[src/rtl/ether_bus_decode.sv]
// rtl/ether_bus_decode.sv - decode aggregated Ethernet payloads into bus transactions
// Classifies each payload (malformed/duplicate/overflow drop) and queues accepts in a FIFO.
module ether_bus_decode #(
  parameter int         FIFO_DEPTH = 4,
  parameter logic [7:0] CMD_READ   = 8'h00,
  parameter logic [7:0] CMD_WRITE  = 8'h01
) (
  input  logic        clk,
  input  logic        rst_n,
  input  logic [55:0] axiid,
  input  logic        axiiv,
  output logic        bus_rw_o,
  output logic [15:0] bus_addr_o,
  output logic [15:0] bus_data_o,
  output logic        bus_valid_o,
  input  logic        bus_ready_i,
  output logic        fifo_full_o,
  output logic [15:0] accept_cnt_o,
  output logic [15:0] drop_cnt_o
);

  localparam int AW = $clog2(FIFO_DEPTH);

  logic [32:0] mem [FIFO_DEPTH];
  logic [AW:0] wptr, rptr;
  logic [15:0] last_seq;
  logic        last_seq_vld;

  logic [7:0]  cmd;
  logic [15:0] addr, data, seq;
  logic        empty, full, cmd_ok, dup, accept, drop, pop;
  logic [32:0] head;

  assign cmd  = axiid[55:48];
  assign addr = axiid[47:32];
  assign data = axiid[31:16];
  assign seq  = axiid[15:0];

  // Extra wrap bit distinguishes full from empty when the index bits match.
  assign empty  = (wptr == rptr);
  assign full   = (wptr[AW] != rptr[AW]) && (wptr[AW-1:0] == rptr[AW-1:0]);
  assign cmd_ok = (cmd == CMD_READ) || (cmd == CMD_WRITE);
  assign dup    = last_seq_vld && (seq == last_seq);
  assign accept = axiiv && cmd_ok && !dup && !full;
  assign drop   = axiiv && !accept;
  assign pop    = !empty && bus_ready_i;

  assign head        = mem[rptr[AW-1:0]];
  assign bus_valid_o = !empty;
  assign bus_rw_o    = bus_valid_o & head[32];
  assign bus_addr_o  = bus_valid_o ? head[31:16] : 16'h0000;
  assign bus_data_o  = bus_valid_o ? head[15:0]  : 16'h0000;
  assign fifo_full_o = full;

  always_ff @(posedge clk) begin
    if (accept) mem[wptr[AW-1:0]] <= {(cmd == CMD_WRITE), addr, data};
  end

  always_ff @(posedge clk or negedge rst_n) begin
    if (!rst_n) begin
      wptr         <= '0;
      rptr         <= '0;
      last_seq     <= 16'h0000;
      last_seq_vld <= 1'b0;
      accept_cnt_o <= 16'h0000;
      drop_cnt_o   <= 16'h0000;
    end else begin
      if (accept) begin
        wptr         <= wptr + 1'b1;
        last_seq     <= seq;
        last_seq_vld <= 1'b1;
        if (accept_cnt_o != 16'hFFFF) accept_cnt_o <= accept_cnt_o + 16'd1;
      end
      if (drop && (drop_cnt_o != 16'hFFFF)) drop_cnt_o <= drop_cnt_o + 16'd1;
      if (pop) rptr <= rptr + 1'b1;
    end
  end

endmodule
[config.mk]
export PLATFORM = sky130hd
export DESIGN_NAME = ether_bus_decode
export DESIGN_NICKNAME = d
export VERILOG_FILES = /design/src/rtl/ether_bus_decode.sv
export SDC_FILE = /design/constraint.sdc
export NUM_CORES = 1
export LEC_CHECK = 0
export CORE_ASPECT_RATIO = 0.6
export CORE_MARGIN = 10
export CORE_UTILIZATION = 41
export CTS_BUF_LIST = sky130_fd_sc_hd__clkbuf_8
export DETAILED_ROUTE_END_ITERATION = 7
export SLEW_MARGIN = 5
export SYNTH_ARGS = -nofsm -noshare
export SYNTH_HDL_FRONTEND = slang
export SYNTH_SLANG_ARGS = --single-unit
[constraint.sdc]
create_clock -name clk -period 3.25 [get_ports clk]
set_input_delay 0.4875 -clock clk [delete_from_list [all_inputs] [get_ports clk]]
set_output_delay 0.4875 -clock clk [all_outputs]
set_load 0.01 [all_outputs]
==> summary.txt <==
Yosys
  – Async SR Flop Fraction: 0.294
  – Ys flop type: edfxtp_1
  – Synth Register Bits: 187
  – Synthesized area: 0.00773 mm²
  – Mapped Nets: 522
  – Syn_area_per_cell: 17.0 µm²
  – Netlist cell types: 33
  – Number of flops mapped to enable cells by yosys: 132
  – YS warnings: 0
  – Sequential fraction of the synthesis area: 0.690
  – Post-Syn Instances: 455

Setup path
  – Critical path's slowest cell: dfrtp_2
  – Worst reg-to-reg setup slack: 750 ps
  – Critical path class: reg2out
  – WP data arrival: 2460 ps
  – Worst setup EP type: output pin
  – Crit path launch: rptr[1]
  – Worst path cell trace: xnor2_1 -> nand3b_1 -> buf_4 -> and2_1 -> clkdlybuf4s50_1
  – CP required: 2760 ps
  – R2r startpoint: rptr[0]
  – Startpoint types: flip-flop
  – CP max stage delay: 680 ps
  – CP max FO: 36

Power
  – Pwr dens: 658 mW/mm²
  – VDD IR max: 339 µV
  – Overall Power: 6.43 mW
  – Leakage power: 3.62 nW

Routing
  – Pre-antenna DRT Iters: 4
  – DR WL/cell: 19.4 µm
  – Post-route ant nets: 0
  – Final WL: 16500 µm
  – Via/cell ratio: 5.03
  – Vias post-DR: 4283
  – DR iter-0 viols: 215
  – Drc violations: 0

Final layout
  – Multi-input combinational cell area: 0.00229 mm²
  – Final core occ: 0.534
  – N_diodes: 0
  – Nets@finish: 666
  – Final Non-Filler Cells: 852
  – Fillcell total: 1484
  – Post-route cell area: 0.00978 mm²
  – Layout cells sized above 1: 0.185
  – Register area: 0.00534 mm²
  – Area growth syn-to-layout: 26.5%

Floorplan
  – Die height: 126 µm
  – Core ar.: 0.0183 mm²
  – Ports: 127
  – Starting Density: 0.423
  – Die Area: 0.0249 mm²
  – Die W: 197 µm
  – Std-Cell Rows: 38

Outcome
  – Status: completed

Worst hold path
  – Min-delay worst type: in2async

STA
  – F_max: 339 MHz
  – Final Hold Fails: 0
  – Hold Worst Slack: 202 ps
  – Final critical-path required period: 2950 ps
  – Worst rel slew slack: 0.345
  – Worst slew pin tran: 982 ps
  – Final period util: 0.908
  – Setup TNS: 0 ps
  – Final Max Slew Viols: 0
  – Setup violations, final: 0
  – Layout Skew: 18.4 ps
  – RSZ-0062 raised after global routing: no
  – Setup ws final: 299 ps

Clock tree
  – H-Tree Depth: 4
  – Reg clk slew, reported paths: 100 ps
  – Clock Path Buffers: 2
  – TritonCTS clock tree: built
  – Clock sink count: 187
  – Clock latency on the worst-skew pair: 440 ps
  – CTS Buf Count: 17
  – Post-cts gate resize count: 0
  – Post-CTS setup buffers: 0
  – Hold bufs inserted after CTS: 0
  – Root buffer cell: clkbuf_8

Global routing
  – GR Overflow Total: 0
  – First-pass GRT wire length: 26400 µm
  – Largest net degree at the start of global routing: 42
  – Initial antenna violation count: 0
  – Number of global-route vias before repair: 4588
  – Gr usage total: 0.135

Placed design
  – IO Port Bufs: 126
  – Place WS: 178 ps
  – Routability cong.: 0.770
  – Placed cell count: 820
  – Post-DP HPWL: 11500 µm
  – Placed instance area: 0.00937 mm²

Run
  – Max_cap viols: 0
[registers in the layout, summed over array words and instances (netlist names)]
name	cells
drop_cnt_o	16
last_seq_vld	1
last_seq	16
rptr	3
wptr	3
accept_cnt_o	16
mem	132
[layout by cell type, fill, tap and decap left out, types with 2 or more instances in the layout]
master and count:
edfxtp_1 132, clkdlybuf4s50_1 125, dfrtp_1 53, and2_1 38, xor2_1 33, mux4_2 33, nand3_1 24, xnor2_1 19
mux2_2 18, clkbuf_8 17, buf_4 15, nand2_1 14, nor2_1 13, nand4_1 10, nor3_1 9, ha_1 7
and3_1 6, inv_8 6, clkinv_4 5, inv_1 4, and2_2 4, nor4_1 3, buf_12 3, nor4_2 2
mux2_1 2, dfrtp_2 2
[power breakdown]
group,total (mW),switching (mW),internal [mW]
registers,2.81,0.160,2.65
clock network,1.56,0.898,0.657
logic,2.07,0.835,1.23
total,6.43,1.89,4.54
[cells in the mapped netlist (all sizes together), types with 10 or more instances]
master | instances | share of area
buf | 11 | 0.0091
xor2 | 33 | 0.037
edfxtp | 132 | 0.51
mux2 | 20 | 0.029
nand2 | 14 | 0.0068
nor2 | 13 | 0.0063
and2 | 42 | 0.034
nand4 | 10 | 0.0081
nand3 | 24 | 0.016
dfrtp | 55 | 0.18
xnor2 | 19 | 0.022
mux4 | 33 | 0.096
[worst paths after layout]
path	cells after the start	to
max in group asynchronous	1	rptr[1]
setup / recovery	5	bus_rw_o
hold reg to reg	1	last_seq_vld
min in group clk	1	last_seq_vld
hold / removal	1	last_seq[10]
setup reg to reg	7	mem[2][13]
[routing by layer]
metal,global-route usage,vias up,share of wire
met3,0.0356,8,0.053
li1,-,2000,-
met1,0.177,2186,0.46
met4,0.0369,0,0.0056
met2,0.219,89,0.48
met5,0,-,0
[cell type report]
class,instances,area share
flip-flops and latches,187,0.546
multi-input cells,246,0.234
repair buffers,144,0.146
well taps,240,0.0307
clock buffers,17,0.0239
clock inverters,15,0.0182
inverters,3,0.00115
[worst max-delay path: cells and delay by family (launching register included)]
family / cells / cell delay, ps
buf+inv: 2 / 870
simple gates: 2 / 320
xor+xnor: 1 / 140
flops: 1 / 680
[kinds of logic after synthesis]
group | count (synthesis) | share of synthesized area
buffers and inverters | 22 | 0.0144
adders and majority gates | 7 | 0.0113
DFF | 187 | 0.690
muxes | 53 | 0.125
and+or+nand+nor | 130 | 0.0953
AOI/OAI and AO/OA | 4 | 0.00453
xor gates and xnor gates | 52 | 0.0589
Note: power is estimated with default switching activity, not from simulation.
